## src/rtl/log_dump_engine.sv

```systemverilog
// log_dump_engine: streams a window of the access log as a framed byte
// stream (0xA5, 16-bit count, entry bytes MSB-first, XOR checksum) towards
// the UART transmitter. One log read is outstanding at a time.
module log_dump_engine #(
    parameter int ADDR_WIDTH = 10
) (
    input  logic                  clk,
    input  logic                  rst,
    input  logic                  start,
    input  logic                  abort,
    input  logic [ADDR_WIDTH-1:0] start_addr,
    input  logic [ADDR_WIDTH:0]   count,
    output logic                  busy,
    output logic                  done,
    output logic [ADDR_WIDTH-1:0] log_addr,
    output logic                  log_rd,
    input  logic [23:0]           log_data_in,
    input  logic                  log_data_valid,
    output logic [7:0]            tx_data,
    output logic                  tx_valid,
    input  logic                  tx_ready
);

    typedef enum logic [2:0] {
        ST_IDLE    = 3'd0,
        ST_HDR     = 3'd1,
        ST_RD_REQ  = 3'd2,
        ST_RD_WAIT = 3'd3,
        ST_SEND    = 3'd4,
        ST_CSUM    = 3'd5,
        ST_DONE    = 3'd6
    } state_t;

    // Largest dump: the whole log, 2^ADDR_WIDTH entries.
    localparam logic [ADDR_WIDTH:0] MAX_CNT  = {1'b1, {ADDR_WIDTH{1'b0}}};
    localparam logic [ADDR_WIDTH:0] ZERO_CNT = {(ADDR_WIDTH+1){1'b0}};
    localparam logic [ADDR_WIDTH:0] ONE_CNT  = {{ADDR_WIDTH{1'b0}}, 1'b1};

    // XOR of the three bytes of one log entry (its checksum contribution).
    function automatic logic [7:0] entry_xor(input logic [23:0] d);
        entry_xor = d[23:16] ^ d[15:8] ^ d[7:0];
    endfunction

    state_t                state_r, state_s;
    logic [1:0]            byte_idx_r, byte_idx_s;
    logic [ADDR_WIDTH:0]   cnt_r, cnt_s;
    logic [ADDR_WIDTH-1:0] base_r, base_s;
    logic [ADDR_WIDTH:0]   entry_idx_r, entry_idx_s;
    logic [23:0]           data_r, data_s;
    logic [7:0]            csum_r, csum_s;

    logic                  busy_s, done_s, log_rd_s, tx_valid_s;
    logic [ADDR_WIDTH-1:0] log_addr_s;
    logic [7:0]            tx_data_s;

    logic                  xfer_s;
    logic [ADDR_WIDTH:0]   next_idx_s;
    logic [15:0]           cnt16_s;

    // FSM state register.
    always_ff @(posedge clk) begin
        if (rst) begin
            state_r <= ST_IDLE;
        end else begin
            state_r <= state_s;
        end
    end

    // Datapath registers and registered outputs.
    always_ff @(posedge clk) begin
        if (rst) begin
            byte_idx_r  <= 2'd0;
            cnt_r       <= ZERO_CNT;
            base_r      <= {ADDR_WIDTH{1'b0}};
            entry_idx_r <= ZERO_CNT;
            data_r      <= 24'h000000;
            csum_r      <= 8'h00;
            busy        <= 1'b0;
            done        <= 1'b0;
            log_rd      <= 1'b0;
            log_addr    <= {ADDR_WIDTH{1'b0}};
            tx_valid    <= 1'b0;
            tx_data     <= 8'h00;
        end else begin
            byte_idx_r  <= byte_idx_s;
            cnt_r       <= cnt_s;
            base_r      <= base_s;
            entry_idx_r <= entry_idx_s;
            data_r      <= data_s;
            csum_r      <= csum_s;
            busy        <= busy_s;
            done        <= done_s;
            log_rd      <= log_rd_s;
            log_addr    <= log_addr_s;
            tx_valid    <= tx_valid_s;
            tx_data     <= tx_data_s;
        end
    end

    // Next-state and next-output logic; abort overrides everything else.
    always_comb begin
        state_s     = state_r;
        byte_idx_s  = byte_idx_r;
        cnt_s       = cnt_r;
        base_s      = base_r;
        entry_idx_s = entry_idx_r;
        data_s      = data_r;
        csum_s      = csum_r;
        busy_s      = busy;
        done_s      = 1'b0;
        log_rd_s    = 1'b0;
        log_addr_s  = log_addr;
        tx_valid_s  = tx_valid;
        tx_data_s   = tx_data;
        xfer_s      = tx_valid & tx_ready;
        next_idx_s  = entry_idx_r + ONE_CNT;
        cnt16_s     = 16'(cnt_r);

        if (abort) begin
            state_s    = ST_IDLE;
            busy_s     = 1'b0;
            tx_valid_s = 1'b0;
        end else begin
            case (state_r)
                ST_IDLE: begin
                    if (start) begin
                        state_s     = ST_HDR;
                        byte_idx_s  = 2'd0;
                        cnt_s       = (count > MAX_CNT) ? MAX_CNT : count;
                        base_s      = start_addr;
                        entry_idx_s = ZERO_CNT;
                        csum_s      = 8'h00;
                        busy_s      = 1'b1;
                        tx_valid_s  = 1'b1;
                        tx_data_s   = 8'hA5;
                    end else begin
                        busy_s     = 1'b0;
                        tx_valid_s = 1'b0;
                    end
                end
                ST_HDR: begin
                    if (xfer_s) begin
                        case (byte_idx_r)
                            2'd0: begin
                                tx_data_s  = cnt16_s[15:8];
                                byte_idx_s = 2'd1;
                            end
                            2'd1: begin
                                tx_data_s  = cnt16_s[7:0];
                                byte_idx_s = 2'd2;
                            end
                            default: begin
                                if (cnt_r == ZERO_CNT) begin
                                    state_s   = ST_CSUM;
                                    tx_data_s = csum_r;
                                end else begin
                                    state_s    = ST_RD_REQ;
                                    tx_valid_s = 1'b0;
                                    log_rd_s   = 1'b1;
                                    log_addr_s = base_r;
                                end
                            end
                        endcase
                    end else begin
                        state_s = ST_HDR;
                    end
                end
                ST_RD_REQ: begin
                    state_s = ST_RD_WAIT;
                end
                ST_RD_WAIT: begin
                    if (log_data_valid) begin
                        data_s     = log_data_in;
                        csum_s     = csum_r ^ entry_xor(log_data_in);
                        tx_valid_s = 1'b1;
                        tx_data_s  = log_data_in[23:16];
                        byte_idx_s = 2'd0;
                        state_s    = ST_SEND;
                    end else begin
                        state_s = ST_RD_WAIT;
                    end
                end
                ST_SEND: begin
                    if (xfer_s) begin
                        case (byte_idx_r)
                            2'd0: begin
                                tx_data_s  = data_r[15:8];
                                byte_idx_s = 2'd1;
                            end
                            2'd1: begin
                                tx_data_s  = data_r[7:0];
                                byte_idx_s = 2'd2;
                            end
                            default: begin
                                entry_idx_s = next_idx_s;
                                if (next_idx_s < cnt_r) begin
                                    state_s    = ST_RD_REQ;
                                    tx_valid_s = 1'b0;
                                    log_rd_s   = 1'b1;
                                    // Log address wraps modulo the log depth.
                                    log_addr_s = base_r + next_idx_s[ADDR_WIDTH-1:0];
                                end else begin
                                    state_s   = ST_CSUM;
                                    tx_data_s = csum_r;
                                end
                            end
                        endcase
                    end else begin
                        state_s = ST_SEND;
                    end
                end
                ST_CSUM: begin
                    if (xfer_s) begin
                        state_s    = ST_DONE;
                        tx_valid_s = 1'b0;
                        done_s     = 1'b1;
                        busy_s     = 1'b0;
                    end else begin
                        state_s = ST_CSUM;
                    end
                end
                ST_DONE: begin
                    state_s = ST_IDLE;
                end
                default: begin
                    state_s    = ST_IDLE;
                    busy_s     = 1'b0;
                    tx_valid_s = 1'b0;
                end
            endcase
        end
    end

endmodule

```

## config.mk

```make
export PLATFORM = sky130hd
export DESIGN_NAME = log_dump_engine
export DESIGN_NICKNAME = d
export VERILOG_FILES = /design/src/rtl/log_dump_engine.sv
export SDC_FILE = /design/constraint.sdc
export NUM_CORES = 1
export LEC_CHECK = 0
export ABC_AREA = 1
export BUFFER_PORTS_ARGS = -buffer_cell sky130_fd_sc_hd__buf_2
export CAP_MARGIN = 0
export CORE_UTILIZATION = 40
export DETAILED_ROUTE_END_ITERATION = 10
export GPL_TIMING_DRIVEN = 0
export PLACE_DENSITY = 0.63
export REMOVE_ABC_BUFFERS = 1
export SLEW_MARGIN = 20
export SYNTH_ARGS = -nofsm -noshare
export SYNTH_HDL_FRONTEND = slang
export SYNTH_SLANG_ARGS = --single-unit
```

## constraint.sdc

```tcl
create_clock -name clk -period 4.4 [get_ports clk]
set_input_delay 0.44 -clock clk [delete_from_list [all_inputs] [get_ports clk]]
set_output_delay 0.44 -clock clk [all_outputs]
set_load 0.02 [all_outputs]
```

==> flow_metrics.tcl, run 1 <==
set metrics [dict create \
    grt_max_degree 45 \
    dp.cells 911 \
    yosysTopAreaCellShare_pct 34.5 \
    cts_resized 0 \
    pwr-share-comb_pct 12.5 \
    chipWidth_um 112 \
    cpPeakStageDelay_ps 440 \
    finalHoldViolations 0 \
    status "finished with violations" \
    netlist_instances 715 \
    routed_via_density 5.15 \
    clock_path_buffers 2 \
    syn-cell-area_um2 4820 \
    leakage_nw 2.57 \
    area_delta_synth_final_pct 14.9 \
    violations "DRC" \
    dieHeight_um 112 \
    p_clk_share_pct 40.9 \
    setup_tns_ps 0 \
    layout_setup_ws_ps 1110 \
    place.gp.congestion 0.868 \
    diodes 0 \
    fillCellCount 1187 \
    cp_top_family "simple AND/OR/NAND/NOR gates" \
    gr-total-overflow 0 \
    ant_nets 0 \
    multiInputGateArea_um2 2800 \
    cts-root-buf "clkbuf_16" \
    setup_viol 0 \
    crit_chain "ha_1 -> nand4_1 -> nor2_1 -> nand2_1 -> xor2_1 -> inv_1 -> ha_1 -> a21oi_1 -> o21a_1 -> nand3_1 -> nand2_1 -> nand3_1 -> inv_2 -> nand3_1 -> nand2_1 -> inv_1" \
    dr_total_vias 4773 \
    critPathSlowestCell "dfxtp_1" \
    powerDensity_nw_per_um2 308 \
    fin_nets 851 \
    drt-pass1-iter-count 9 \
    synth_edf_count 0 \
    grt_usage_pct 20.9 \
    wl_per_cell_um 13.6 \
    synthFlopType "dfxtp_1" \
    switching_share_pct 27.7 \
    cts_buffers 9 \
    place_ws_ps 1130 \
    fin_cells 927 \
    peakVddDrop_v 0.000244 \
    relSlewSlack_pct 26.3 \
    initialDrtViolationCount 371 \
    grt_pass1_vias 4320 \
    synth_warnings 0 \
    min_path_type "primary input to register" \
    drive_gt1_share_pct 15.2 \
    antenna_found_initial 0 \
    finalMaxSlewViolations 0 \
    cp_num_buf_inv 3 \
    clk_pin_slew_worst_paths_ps 60 \
    p_int_mw 1.23 \
    path_max_fanout 12 \
    synth_area_leader_cell "dfxtp_1" \
    cp-end-kind "register" \
    worst_clock_skew_ps 4.43 \
    maxCapViolCount 0 \
    holdWs_ps 322 \
    syn_avg_cell_area_um2 6.74 \
    fin_crit_sh_pct 74.8 \
    clkSinkCount 83 \
    synth-async-reset-ratio_pct 0 \
    wirelength_um 12600 \
    ys_types 41 \
    cts_tree "built" \
    fmax_mhz 304 \
    portBuffers 72 \
    coreArea_um2 11600 \
    cts_setup_buffers 0 \
    finalPower_mw 1.71 \
    seq_power_share_pct 46.6 \
    initial_core_util_pct 41.7 \
    crit_required_ps 4640 \
    holdBufCountCts 0 \
    yosysMostFrequentCell "nand2_1" \
    fin_crit_ps 3290 \
    grt_pass1_wl_um 20900 \
    start_kind "register" \
    netlist_top_cells_count "145 x nand2_1, 123 x nor2_1, 83 x dfxtp_1" \
    seqCellArea_um2 1660 \
    crit_type "register to register" \
    cp.arrival_ps 3530 \
    synthTopCellsByArea "dfxtp_1 34%, nand2_1 11%, nor2_1 9.6%, o21ai_0 7.5%, a21oi_1 6.7%" \
    io_pins 73 \
    dp_hpwl_um 9490 \
    insertion_delay_ps 340 \
    htreeDepth 3 \
    p_sw_mw 0.473 \
    ys_ff_latch 83 \
    rows 39 \
    drc 5 \
    rsz0062_at_grt "false" \
    worst_pin_slew_ps 1100 \
    die_area_um2 12500 \
    synth-seq-area-share_pct 34.5 \
]
-- per-layer routing --
layer | vias to the layer above | share of wire [%] | GRT usage (%)
li1 | 2473 | - | -
met1 | 2153 | 51 | 30.8
met2 | 133 | 42 | 31.1
met3 | 14 | 5.1 | 3.59
met4 | 0 | 1.3 | 5.77
met5 | - | 0 | 0
-- state kept, by name (all words and copies together), names as in the netlist --
signal,cells
entry_idx_r,11
tx_valid,1
state_r,3
busy,1
done,1
log_addr,10
cnt_r,11
base_r,10
data_r,16
csum_r,8
log_rd,1
tx_data,8
byte_idx_r,2
-- worst reg2reg max path: stages (launching register included) --
cell and delay (ps):
dfxtp_1 440, ha_1 290, nand4_1 160, nor2_1 110, nand2_1 60, xor2_1 130, inv_1 70, ha_1 290
a21oi_1 160, o21a_1 150, nand3_1 220, nand2_1 200, nand3_1 380, inv_2 310, nand3_1 120, nand2_1 70
inv_1 30
-- power by group through the flow --
stage | combinational, mW | sequential [mW] | clock (mW)
floorplan | 0.126 | 0.816 | 0
global route | 0.239 | 0.798 | 0.733
CTS | 0.212 | 0.796 | 0.706
finish | 0.213 | 0.796 | 0.699
global placement | 0.206 | 0.811 | 0
detailed placement | 0.211 | 0.812 | 0
-- path summary, 6_finish.rpt --
kind / depth (start not counted) / to / slack [ps] / start
worst max register to register: 16 / log_addr[9]$_SDFFE_PP0P_ / 1110 / entry_idx_r[0]$_SDFFE_PP0P_
worst min-delay path: 3 / base_r[6]$_SDFFE_PP0P_ / 320 / start_addr[6]
worst min register to register: 1 / csum_r[6]$_SDFFE_PP0P_ / 450 / csum_r[6]$_SDFFE_PP0P_
worst max-delay path: 16 / log_addr[9]$_SDFFE_PP0P_ / 1110 / entry_idx_r[0]$_SDFFE_PP0P_
-- area by class of cell --
class | count | area share, %
clock buffers | 9 | 4.07
clock inverters | 7 | 0.813
inverters | 69 | 4.77
multi-input cells | 544 | 50.6
flip-flops and latches | 83 | 30.0
well taps | 143 | 3.23
repair buffers | 72 | 6.51
-- cells by family (layout without fill, tap and decap cells) --
kind of cell / count (synthesis) / after routing / synth area share (%)
simple gates: 334 / 334 / 29.5
flops: 83 / 83 / 34.5
fa+ha+maj: 21 / 21 / 5.61
buf+inv: 88 / 157 / 7.37
compound gates: 164 / 164 / 18.5
xor+xnor: 25 / 25 / 4.54
-- metrics by stage --
step                      utilization (%)  cell area [µm²]
after floorplan                         -             4730
after global placement               45.5             5270
after detailed placement             45.5             5270
after CTS                            47.9             5540
after global routing                 47.9             5540
final                                47.9             5540
-- cells in the final DEF, fill, tap and decap left out, types with 11 or more instances in the layout --
cell     synthesis  routed
o21ai_0         72      72
nand2_1        145     145
buf_2            7      72
a21oi_1         65      65
xor2_1          14      14
ha_1            20      20
inv_1           58      57
xnor2_1         11      11
nor2_1         123     123
nand3_1         31      31
dfxtp_1         83      83
(Power assumes the default switching activity.)
==> inputs of run 2 (changes only) <==
--- a/config.mk
+++ b/config.mk
@@ -5,13 +5,13 @@
 export SDC_FILE = /design/constraint.sdc
 export NUM_CORES = 1
 export LEC_CHECK = 0
-export ABC_AREA = 1
+export ABC_AREA = 0
 export BUFFER_PORTS_ARGS = -buffer_cell sky130_fd_sc_hd__buf_2
 export CAP_MARGIN = 0
 export CORE_UTILIZATION = 40
 export DETAILED_ROUTE_END_ITERATION = 10
 export GPL_TIMING_DRIVEN = 0
-export PLACE_DENSITY = 0.63
+export PLACE_DENSITY = 0.66
 export REMOVE_ABC_BUFFERS = 1
 export SLEW_MARGIN = 20
 export SYNTH_ARGS = -nofsm -noshare
==> constraint.sdc (replaced) <==
create_clock -name clk -period 2.75 [get_ports clk]
set_input_delay 0.275 -clock clk [delete_from_list [all_inputs] [get_ports clk]]
set_output_delay 0.275 -clock clk [all_outputs]
set_load 0.02 [all_outputs]
==> run 2 against run 1 <==
The flow finishes with violations (DRC, setup timing). Setup slack worse by 1300 ps. Fmax is 13% higher. Core utilization is 3.6 points higher. Critical path depth is 2 lower. Combinational power is 51% higher. Via count is 2.1% lower. Cell count is 9.6% lower. Wire length is 5.4% higher. Final area is 7.5% higher. Largest cell class unchanged. Global-route usage is 0.30 points higher. Critical path type unchanged. Power is 61% higher.
==> flow_metrics.tcl, run 2 <==
set metrics [dict create \
    finalHoldViolations 0 \
    area_delta_synth_final_pct 23.6 \
    cp.arrival_ps 3170 \
    drc 3 \
    synthTopCellsByArea "dfxtp_1 35%, nand2_1 9.2%, a21oi_1 7.6%, ha_1 5.2%, nor2_1 4.7%" \
    ff2ff_setup_slack_ps -170 \
    diodes 0 \
    coreArea_um2 11600 \
    synth_edf_count 0 \
    fin_nets 762 \
    insertion_delay_ps 350 \
    grt_pass1_wl_um 21200 \
    fin_crit_ps 2920 \
    antenna_found_initial 0 \
    final_cell_mix "117 x nand2_1, 79 x dfxtp_1, 71 x a21oi_1, 71 x buf_2, 53 x nor2_1" \
    yosysTopAreaCellShare_pct 34.5 \
    synthFlopType "dfxtp_1" \
    r2r_start "entry_idx_r[1]$_SDFFE_PP0P_" \
    largestRegisters "data_r (16), cnt_r (11), entry_idx_r (11)" \
    crit_type "register to register" \
    startpoint "entry_idx_r[1]$_SDFFE_PP0P_" \
    cts_tree "built" \
    pwr-share-comb_pct 11.7 \
    clock_path_buffers 2 \
    top_register "data_r" \
    finalMaxSlewViolations 0 \
    holdBufCountCts 0 \
    p_clk_share_pct 42.8 \
    synth-async-reset-ratio_pct 0 \
    fmax_mhz 343 \
    wirelength_um 13300 \
    portBuffers 72 \
    die_area_um2 12500 \
    drive_gt1_share_pct 23.0 \
    syn-cell-area_um2 4820 \
    fin_cells 838 \
    chipWidth_um 112 \
    setup_viol 13 \
    syn_avg_cell_area_um2 7.69 \
    synth-seq-area-share_pct 34.5 \
    relSlewSlack_pct 38.0 \
    stdcell_area_um2 5950 \
    dpl_cell_area_um2 5220 \
    dr_total_vias 4671 \
    maxCapViolCount 0 \
    wl_per_cell_um 15.9 \
    initial_core_util_pct 41.6 \
    p_int_mw 2.00 \
    cp-endpoint "log_addr[7]$_SDFFE_PP0P_" \
    multiInputGateArea_um2 3160 \
    synth_area_leader_cell "dfxtp_1" \
    dieHeight_um 112 \
    start_kind "register" \
    routed_via_density 5.57 \
    worst_pin_slew_ps 923 \
    fin_crit_sh_pct 106 \
    fillCellCount 1104 \
    place.gp.congestion 0.840 \
    violations "DRC, setup timing" \
    p_sw_mw 0.744 \
    grt_pass1_vias 4413 \
    switching_share_pct 27.1 \
    clkSinkCount 83 \
    gr-total-overflow 0 \
    final_common_cell "nand2_1" \
    rr_worst_depth 14 \
    path_max_fanout 9 \
    seq_power_share_pct 45.5 \
    netlist_top_cells_count "118 x nand2_1, 83 x dfxtp_1, 73 x a21oi_1" \
    peakVddDrop_v 0.000409 \
    yosysMostFrequentCell "nand2_1" \
    cts_buffers 9 \
    ys_types 59 \
    min_path_type "primary input to register" \
    htreeDepth 3 \
    rsz0062_at_grt "true" \
    layout_setup_ws_ps -166 \
    cp-end-kind "register" \
    io_pins 73 \
    seqCellArea_um2 1670 \
    rr_endpoint "log_addr[7]$_SDFFE_PP0P_" \
    rows 39 \
    ys_ff_latch 83 \
    cts-root-buf "clkbuf_16" \
    powerDensity_nw_per_um2 462 \
    crit_required_ps 3000 \
    ant_nets 0 \
    clk_pin_slew_worst_paths_ps 70 \
    grt_max_degree 72 \
    worst_clock_skew_ps 11.5 \
    grt_usage_pct 21.2 \
    dp_hpwl_um 8870 \
    netlist_instances 626 \
    initialDrtViolationCount 303 \
    drt-pass1-iter-count 8 \
    dp.cells 802 \
    status "finished with violations" \
    largest_register_ffs 16 \
    synth_warnings 0 \
    leakage_nw 2.28 \
    holdWs_ps 160 \
]
==> run 2: cell types whose count changed in the layout (fill, tap and decap cells not counted), moves of 22 or more <==
cell,change
o21ai_0,-52
nand2_1,-28
nor2_1,-70
inv_1,-39
nand3_1,-22
==> run 2: per-stage QoR <==
stage,util [%],setup TNS (ps),power [mW],setup slack [ps]
3_3_place_gp,44.7,-73380,1.55,-2090
6_report,51.5,-1320,2.75,-166
2_1_floorplan,-,-9220,1.44,-549
3_5_place_dp,45.1,-22330,1.57,-1100
4_1_cts,50.3,-821,2.74,-110
5_1_grt,51.5,-3890,2.85,-314
==> run 2: worst min path at each step <==
stage	start	end	slack, ps	cells after the start
after global placement	tx_data[6]$_SDFFE_PP0P_	tx_data[6]$_SDFFE_PP0P_	440	2
after floorplan	rst	log_addr[5]$_SDFFE_PP0P_	340	1
after CTS	start_addr[0]	base_r[0]$_SDFFE_PP0P_	160	3
after detailed placement	tx_data[3]$_SDFFE_PP0P_	tx_data[3]$_SDFFE_PP0P_	450	2
final	start_addr[0]	base_r[0]$_SDFFE_PP0P_	160	3
after global routing	start_addr[9]	base_r[9]$_SDFFE_PP0P_	170	3
==> run 2: worst max-delay path, cell delays in order, from the launching register on <==
cell and delay (ps):
dfxtp_4 370, buf_4 110, nand3_1 130, nor2_2 200, xor2_1 340, ha_1 320
nand2_1 90, o21ai_1 100, o21ai_4 230, o221ai_4 160, nor4_4 190, buf_6 160
buf_12 120, nor2_1 50, a311oi_2 240
==> run 2: power groups by stage <==
stage | combinational [mW] | clock, mW | sequential (mW)
global placement | 0.276 | 0 | 1.28
floorplan | 0.163 | 0 | 1.28
CTS | 0.303 | 1.19 | 1.25
finish | 0.322 | 1.18 | 1.25
global route | 0.352 | 1.24 | 1.25
detailed placement | 0.289 | 0 | 1.28
==> run 2: final cells by class <==
cell class                 instances  share of cell area (%)
tap                              143                    3.01
timing repair buffer              94                    9.94
sequential                        83                    28.1
clock inverter                     6                   0.799
multi-input combinational        484                    53.0
inverter                          18                    1.14
clock buffer                      10                    4.02
==> run 2: logic make-up after synthesis <==
group,Yosys count,share of synthesized area [%]
AOI/OAI and AO/OA,158,20.4
xor gates and xnor gates,40,7.27
adders and majority gates,21,5.61
buffers and inverters,59,5.17
DFF,83,34.5
muxes,15,3.12
and+or+nand+nor,250,23.9
==> run 2: routing by layer <==
layer	global-route usage [%]	share of wire (%)	wire (µm)	vias to the layer above
met2	33.3	47	6250	140
met4	8.47	2.2	298	0
met5	0	0	0	-
met1	28.6	46	6070	2214
li1	-	-	-	2294
met3	3.97	5.2	688	23
==> run 2: repair_timing <==
action                     in CTS  in global routing
pin swaps                      12                 16
gates resized for setup        32                 23
setup buffers                  16                  3
cloned                          2                  0
setup endpoints to repair      44                 36
==> inputs of run 3 (changes only) <==
--- a/config.mk
+++ b/config.mk
@@ -8,10 +8,11 @@
 export ABC_AREA = 0
 export BUFFER_PORTS_ARGS = -buffer_cell sky130_fd_sc_hd__buf_2
 export CAP_MARGIN = 0
-export CORE_UTILIZATION = 40
+export CORE_UTILIZATION = 52
+export CTS_BUF_LIST = sky130_fd_sc_hd__clkbuf_16
 export DETAILED_ROUTE_END_ITERATION = 10
 export GPL_TIMING_DRIVEN = 0
-export PLACE_DENSITY = 0.66
+export PLACE_DENSITY = 0.81
 export REMOVE_ABC_BUFFERS = 1
 export SLEW_MARGIN = 20
 export SYNTH_ARGS = -nofsm -noshare
==> run 3 against run 2 <==
The flow finishes with violations (setup timing). Sequential share of layout area rose by 0.32 points. Clock power rose by 13%. Core utilization rose by 15 points. Via count rose by 2.8%. First-iteration DRC count rose by 32%. Largest cell class unchanged. Largest power group is now the clock network.
==> flow_metrics.tcl, run 3 (synthesis results as in run 2) <==
set metrics [dict create \
    cp.arrival_ps 3070 \
    insertion_delay_ps 340 \
    finalMaxSlewViolations 0 \
    drt-pass1-iter-count 7 \
    min_path_type "primary input to register" \
    largest_register_ffs 16 \
    path_max_fanout 5 \
    cp-end-kind "register" \
    hp-start "start_addr[7]" \
    relSlewSlack_pct 35.1 \
    cts-root-buf "clkbuf_16" \
    cpPeakStageDelay_ps 370 \
    drc 0 \
    fin_crit_sh_pct 104 \
    crit_required_ps 2950 \
    grt_pass1_vias 4638 \
    fmax_mhz 349 \
    grt_usage_pct 28.3 \
    finalHoldViolations 0 \
    place.gp.congestion 0.868 \
    portBuffers 72 \
    io_pins 73 \
    ant_nets 0 \
    fin_nets 756 \
    top_register "data_r" \
    crit_chain "ha_4 -> nand3_4 -> nor2_4 -> xor2_2 -> ha_1 -> a21oi_1 -> o21ai_0 -> o21ai_2 -> o221ai_4 -> nor4_4 -> buf_6 -> buf_12 -> mux2i_1 -> nor2_1" \
    wirelength_um 13600 \
    startpoint "entry_idx_r[0]$_SDFFE_PP0P_" \
    largestRegisters "data_r (16), cnt_r (11), entry_idx_r (11)" \
    clk_pin_slew_worst_paths_ps 70 \
    dieHeight_um 98.2 \
    setup_viol 15 \
    chipWidth_um 98.2 \
    gr-total-overflow 0 \
    maxCapViolCount 0 \
    status "finished with violations" \
    drive_gt1_share_pct 22.2 \
    diodes 0 \
    dp_hpwl_um 8440 \
    critPathSlowestCell "dfxtp_4" \
    violations "setup timing" \
    antenna_found_initial 0 \
    grt_pass1_wl_um 22000 \
    cts_buffers 9 \
    rsz0062_at_grt "true" \
    final_cell_mix "117 x nand2_1, 79 x dfxtp_1, 71 x a21oi_1, 71 x buf_2, 50 x nor2_1" \
    initialDrtViolationCount 399 \
    fin_cells 797 \
    dr_total_vias 4803 \
    initial_core_util_pct 54.4 \
    finalPower_mw 2.90 \
    area_delta_synth_final_pct 22.2 \
    final_common_cell "nand2_1" \
    die_area_um2 9650 \
    fin_crit_ps 2860 \
    grt_max_degree 72 \
    worst_pin_slew_ps 967 \
    clkSinkCount 83 \
    setup_tns_ps -947 \
    coreArea_um2 8850 \
    powerDensity_nw_per_um2 492 \
    cts_tree "built" \
    clock_path_buffers 2 \
    layout_setup_ws_ps -113 \
    holdBufCountCts 0 \
    start_kind "register" \
    htreeDepth 3 \
    routed_via_density 6.03 \
    crit_type "register to register" \
    rows 34 \
    dp.cells 766 \
    worst_clock_skew_ps 10.3 \
    peakVddDrop_v 0.000396 \
    wl_per_cell_um 17.0 \
    leakage_nw 2.26 \
    r2r_start "entry_idx_r[0]$_SDFFE_PP0P_" \
]
run 3: worst paths after layout:
check             depth (start not counted)                       end  slack (ps)
setup / recovery                         14  log_addr[2]$_SDFFE_PP0P_        -110
hold / removal                            3    base_r[7]$_SDFFE_PP0P_         170
setup reg to reg                         14  log_addr[2]$_SDFFE_PP0P_        -110
hold reg to reg                           2   tx_data[3]$_SDFFE_PP0P_         450
run 3: per-layer routing:
layer / routed length [µm] / part of all wire, % / GRT usage, % / vias up
met5: 0 / 0 / 0 / -
met4: 433 / 3.2 / 13.9 / 0
met3: 910 / 6.7 / 4.37 / 47
met2: 6490 / 48 / 47.5 / 217
met1: 5740 / 42 / 35.4 / 2258
li1: - / - / - / 2281
run 3: through the flow:
| step | setup slack, ps | util (%) | hold WS (ps) | cell area, µm² |
|---|---|---|---|---|
| floorplan | -549 | - | 340 | 4630 |
| global placement | -1740 | 58.0 | 441 | 5130 |
| detailed placement | -1130 | 58.4 | 445 | 5170 |
| CTS | -153 | 65.5 | 167 | 5800 |
| global route | -245 | 66.5 | 177 | 5890 |
| finish | -113 | 66.5 | 169 | 5890 |
run 3: area by class of cell:
| class | instances | area [µm²] |
|---|---|---|
| clock inverter | 7 | 101 |
| multi-input combinational | 484 | 3130 |
| timing repair buffer | 88 | 559 |
| fill | 702 | 2960 |
| sequential | 83 | 1670 |
| tap | 108 | 135 |
| inverter | 18 | 67.6 |
| clock buffer | 9 | 225 |
run 3: what timing repair did:
action                     CTS  global route
setup endpoints to repair   58            65
gates cloned                 2             0
gates resized for setup     34            16
setup buffers               11             2
pin swaps                   15             8
run 3: power breakdown:
part	switching [mW]	total [mW]	internal, mW	leakage [nW]
Clock	0.522	1.33	0.804	0.158
Sequential	0.0254	1.25	1.23	0.674
Combinational	0.190	0.319	0.128	1.43
Total	0.738	2.90	2.16	2.26
run 3: critical path: cells and delay by family, from the launching register on:
kind | cells | cell delay, ps
flip-flops | 1 | 370
multiplexers | 1 | 180
XOR/XNOR | 1 | 250
AND/OR/NAND/NOR | 4 | 490
buffers and inverters | 2 | 320
AO/OA/AOI/OAI | 4 | 650
adder cells (fa/ha/maj) | 2 | 460
